**src/rtl/segment_display_pkg.sv**
```systemverilog
// Shared types and constants for the multiplexed 4-digit seven-segment driver.
package segment_display_pkg;

  localparam int NUM_DIGITS = 4;

  // Per-digit code: [3:0] hex nibble, [4] decimal point.
  typedef logic [4:0] digit_code_t;

  // Segment drive pattern, active-high: [6:0] segments a..g, [7] decimal point.
  typedef logic [7:0] seg_pattern_t;

  // Segment bit positions within seg_pattern_t.
  localparam int SEG_A  = 0;  // top
  localparam int SEG_B  = 1;  // upper-right
  localparam int SEG_C  = 2;  // lower-right
  localparam int SEG_D  = 3;  // bottom
  localparam int SEG_E  = 4;  // lower-left
  localparam int SEG_F  = 5;  // upper-left
  localparam int SEG_G  = 6;  // middle
  localparam int SEG_DP = 7;  // decimal point

  // Bit position of the decimal-point flag inside a digit code.
  localparam int CODE_DP = 4;

endpackage

```
**src/rtl/segment_display_hex_to_seg.sv**
```systemverilog
// Combinational nibble + decimal-point to seven-segment pattern decoder.
module hex_to_seg
  import segment_display_pkg::*;
(
  input  logic [4:0] code,
  output logic [7:0] seg
);

  seg_pattern_t seg_s;

  // Hex glyph lookup; the decimal point passes straight through from the code.
  always_comb begin
    seg_s = 8'h00;
    case (code[3:0])
      4'h0:    seg_s[SEG_G:SEG_A] = 7'h3F;
      4'h1:    seg_s[SEG_G:SEG_A] = 7'h06;
      4'h2:    seg_s[SEG_G:SEG_A] = 7'h5B;
      4'h3:    seg_s[SEG_G:SEG_A] = 7'h4F;
      4'h4:    seg_s[SEG_G:SEG_A] = 7'h66;
      4'h5:    seg_s[SEG_G:SEG_A] = 7'h6D;
      4'h6:    seg_s[SEG_G:SEG_A] = 7'h7D;
      4'h7:    seg_s[SEG_G:SEG_A] = 7'h07;
      4'h8:    seg_s[SEG_G:SEG_A] = 7'h7F;
      4'h9:    seg_s[SEG_G:SEG_A] = 7'h6F;
      4'hA:    seg_s[SEG_G:SEG_A] = 7'h77;
      4'hB:    seg_s[SEG_G:SEG_A] = 7'h7C;
      4'hC:    seg_s[SEG_G:SEG_A] = 7'h39;
      4'hD:    seg_s[SEG_G:SEG_A] = 7'h5E;
      4'hE:    seg_s[SEG_G:SEG_A] = 7'h79;
      4'hF:    seg_s[SEG_G:SEG_A] = 7'h71;
      default: seg_s[SEG_G:SEG_A] = 7'h00;
    endcase
    seg_s[SEG_DP] = code[CODE_DP];
  end

  assign seg = seg_s;

endmodule

```
**src/rtl/segment_display.sv**
```systemverilog
// Time-multiplexed 4-digit seven-segment driver. A prescaler holds each digit
// for SCAN_DIV clocks; the selected digit is decoded and both the digit enable
// and the segment pattern are registered so no input reaches a pin combinationally.
module segment_display
  import segment_display_pkg::*;
#(
  parameter int unsigned SCAN_DIV = 1
) (
  input  logic         Clk,
  input  logic         Reset,
  input  digit_code_t  Values [0:NUM_DIGITS-1],
  output logic [3:0]   EnableOuts,
  output logic [7:0]   SegOuts
);

  // Prescaler width: enough to count 0..SCAN_DIV-1, never narrower than one bit.
  localparam int PC_W = (SCAN_DIV > 1) ? $clog2(SCAN_DIV) : 1;
  localparam logic [PC_W-1:0] PC_LAST = PC_W'(SCAN_DIV - 32'd1);

  logic [1:0]      idx_r;
  logic [PC_W-1:0] pc_r;
  logic [3:0]      enable_r;
  seg_pattern_t    seg_r;

  digit_code_t     digit_s;
  seg_pattern_t    seg_s;

  // The digit currently being scanned is sampled live, not latched per frame.
  assign digit_s = Values[idx_r];

  hex_to_seg u_hex_to_seg (
    .code (digit_s),
    .seg  (seg_s)
  );

  // Scan sequencer and output registers; outputs reflect the pre-edge digit index.
  always_ff @(posedge Clk or posedge Reset) begin
    if (Reset) begin
      idx_r    <= 2'd0;
      pc_r     <= '0;
      enable_r <= 4'b0000;
      seg_r    <= 8'h00;
    end else begin
      enable_r <= 4'b0001 << idx_r;
      seg_r    <= seg_s;
      if (pc_r == PC_LAST) begin
        pc_r  <= '0;
        idx_r <= idx_r + 2'd1;
      end else begin
        pc_r  <= pc_r + {{(PC_W-1){1'b0}}, 1'b1};
      end
    end
  end

  assign EnableOuts = enable_r;
  assign SegOuts    = seg_r;

endmodule

```
**config.mk**
```make
export PLATFORM = sky130hd
export DESIGN_NAME = segment_display
export DESIGN_NICKNAME = d
export VERILOG_FILES = /design/src/rtl/segment_display_pkg.sv /design/src/rtl/segment_display_hex_to_seg.sv /design/src/rtl/segment_display.sv
export SDC_FILE = /design/constraint.sdc
export NUM_CORES = 1
export LEC_CHECK = 0
export ABC_AREA = 1
export CAP_MARGIN = 25
export CORE_MARGIN = 1.5
export CORE_UTILIZATION = 46
export CTS_BUF_LIST = sky130_fd_sc_hd__clkbuf_4 sky130_fd_sc_hd__clkbuf_8
export DETAILED_ROUTE_END_ITERATION = 7
export PLACE_DENSITY = 0.89
export SETUP_SLACK_MARGIN = 0.15
export SLEW_MARGIN = 0
export SYNTH_ARGS = -nofsm -noshare
export SYNTH_HDL_FRONTEND = slang
export SYNTH_SLANG_ARGS = --single-unit
export TNS_END_PERCENT = 5
```
**constraint.sdc**
```tcl
create_clock -name Clk -period 1.88 [get_ports Clk]
set_input_delay 0.564 -clock Clk [delete_from_list [all_inputs] [get_ports Clk]]
set_output_delay 0.564 -clock Clk [all_outputs]
set_load 0.05 [all_outputs]
```
==> results.md <==
* First-pass GRT wire length at 3750 um
* Worst-Margin Slew at 0.468 ns
* CP dominant cell by count: nand2_1
* Post-place setup slack at -0.260 ns
* Placed Area at 0.00131 sq mm
* Arrival time worst endpoint at 1.90 ns
* Pin count of the biggest net entering global routing at 15
* Highest-count cells in the layout ignoring fill and taps: nand2_1, buf_4, dfrtp_1, clkdlybuf4s50_1
* Tot Pwr at 0.767 mW
* DIE AREA at 0.00236 sq mm
* Post-Syn Nets at 151
* Critical-path cell list: inv_2, nand2_1, nand3_2, nand2_4, inv_4, buf_6, ha_4, inv_2, nand2_2, nand2_1, nand2_1, nand2_1
* Grt met3 use at 3.09%
* Clk root buf: clkbuf_4
* Placed cells at 182
* Setup TNS at 0 ns
* Seq cells post-synth at 14
* Row Count at 16
* Fmax at 594 MHz
* Worst Path Required at 2.09 ns
* CTS tree: yes
* Routed vias at 939
* R2R cell count at 12
* Worst VDD drop at 359 uV
* Comb pwr share at a little under a third
* Final Wtd Congestion at 0.852
* Core ar. at 0.00196 sq mm
* Clock power frac at 26.7%
* Gate Count Post-Synth at 118
* Post-route ant nets at 0
* YS warnings at 0
* Clk_lat worst skew at 0.27 ns
* Leakage at 0.812 nW
* CP Depth at 12
* Tot GR Track Use at 20.3%
* Final min period at 1.68 ns
* Area of the multi-input gates at 674 sq um
* Worst Path Buf+Inv at 4
* Die W at between 40 and 50 um
* Share of layout cells above drive strength 1 at about two fifths
* Clock-pin slew on the worst setup and hold paths at approximately 0.08 ns
* DRT iter0 DRCs at 25
* Final nets at 195
* Unrepaired setup endpoints after global routing: false
* M1 GR Usage at 21.1%
* CTS Buffer Depth at 2
* Drt drc at 0
* Filler instances at ~130
* Hold Path Class: primary input to async pin
* Reg area at roughly 350 sq um
* Num ports at 34
* CTS buffer count at 3
* Slowest-stage cell, CP: dfrtp_1
* N_diodes at 0
* PD cells at 490 mW/mm^2
* Status: completed
* Final core utilization at approximately 80%
* Initial Util at between 40% and 50%
* Critical path type: register to register
* WHS at 0.598 ns
* Crit path max fanout at 8
* Skew final at 0.00202 ns
* PortBufs at 33
* Post-detail-place hpwl at around 1700 um
* Period utilisation layout at 89.5%
* Worst setup SP type: register
* Most common cell after layout, fill and taps aside: nand2_1
* Mapped Avg Cell Area at 8.11 sq um
* Kind of end point of the critical path: register
* Pre-antenna DRT Iters at 4
* Final Cell Area at 0.00156 sq mm
* Top Usage Layer GRT: met2
* CTS H-Tree Depth at 1
* Max-cap violations at 0
* PnR worst setup slack at approximately 0.20 ns
* Synthesized cell area at approximately 960 sq um
* Average via count per standard cell at roughly 5.0
* CP max stage delay at 0.54 ns
* Fin. Hold Viols at 0
* Area delta synth->final at 63.4%
* Final setup violation count at 0
* Rel. slew slack at between 60% and 70%
* Initial antenna violation count at 0
* Grt total ovfl at 0
* P_sw at 0.230 mW
* Final Max Slew Viols at 0
* Layout Cells excl Fill at 188
* Die height at slightly below 50 um
* Sequential Power Share at 41.5%
* Sw frac at 30.0%
* Vias in the first global route at 901
* Routed WL per cell at 13.6 um
* Register area share after synthesis at 36.6%
* Post-synth cell types at 20
* CP delay by family, top: simple AND/OR/NAND/NOR gates
* Met2 usage at 36.8%
* Clock Sinks at 14
* Internal power at 0.537 mW
* Final WL at between 2000 and 3000 um
-- cell families (layout without fill, tap and decap cells) --
| group | after synthesis | in the layout | share of synthesized area, % |
|---|---|---|---|
| simple gates | 67 | 67 | 35.3 |
| compound gates | 9 | 9 | 5.23 |
| fa+ha+maj | 11 | 11 | 14.4 |
| flops | 14 | 14 | 36.6 |
| buf+inv | 17 | 60 | 8.50 |
-- Yosys cell counts (all sizes together) --
library cell | n | area [sq um]
nand3b | 3 | 26.3
dfrtp | 14 | 350
a21oi | 1 | 5.00
nand2 | 43 | 189
nor2 | 8 | 32.5
ha | 11 | 138
buf | 2 | 22.5
nand3 | 13 | 90.1
o22ai | 1 | 6.26
inv | 15 | 58.8
o21ai | 7 | 38.8
-- area by class of cell --
| class | instances | share of cell area (%) |
|---|---|---|
| Inverter | 15 | 4.40 |
| Sequential cell | 14 | 22.5 |
| Clock buffer | 4 | 2.32 |
| Timing Repair Buffer | 41 | 25.5 |
| Multi-Input combinational cell | 87 | 43.1 |
| Tap cell | 27 | 2.16 |
-- per-layer routing --
| metal | share of wire (%) | wire [um] |
|---|---|---|
| met2 | 54 | 1390 |
| met3 | 4.0 | 101 |
| met5 | 0 | 0 |
| met4 | 4.3 | 109 |
| met1 | 37 | 957 |
-- path summary, 6_finish.rpt --
path	start	end	slack [ns]
worst max-delay path	idx_r[0]	SegOuts[3]	0.20
worst min register to register	idx_r[1]	EnableOuts[3]	0.73
worst max register to register	idx_r[0]	SegOuts[3]	0.20
worst min-delay path	Reset	SegOuts[7]	0.60
max in group asynchronous	Reset	idx_r[1]	0.94
min in group Clk	idx_r[1]	EnableOuts[3]	0.73
-- power by group through the flow --
stage / Combinational (mW) / Sequential, mW / Clock [mW]
final: 0.244 / 0.318 / 0.204
after CTS: 0.216 / 0.319 / 0.211
after global routing: 0.261 / 0.320 / 0.224
after global placement: 0.201 / 0.325 / 0
after detailed placement: 0.207 / 0.325 / 0
after floorplan: 0.0648 / 0.378 / 0
-- registers in the layout (all words and copies together) (netlist names) --
name and count:
SegOuts 8, EnableOuts 4, idx_r 2
-- timing repair --
action	4_1_cts	5_1_grt
setup buffers	1	1
setup endpoints to repair	6	7
gates resized for setup	8	43
hold buffers	0	0
gates cloned	0	0
pin swaps	3	18
Note: power is estimated with default switching activity, not from simulation.
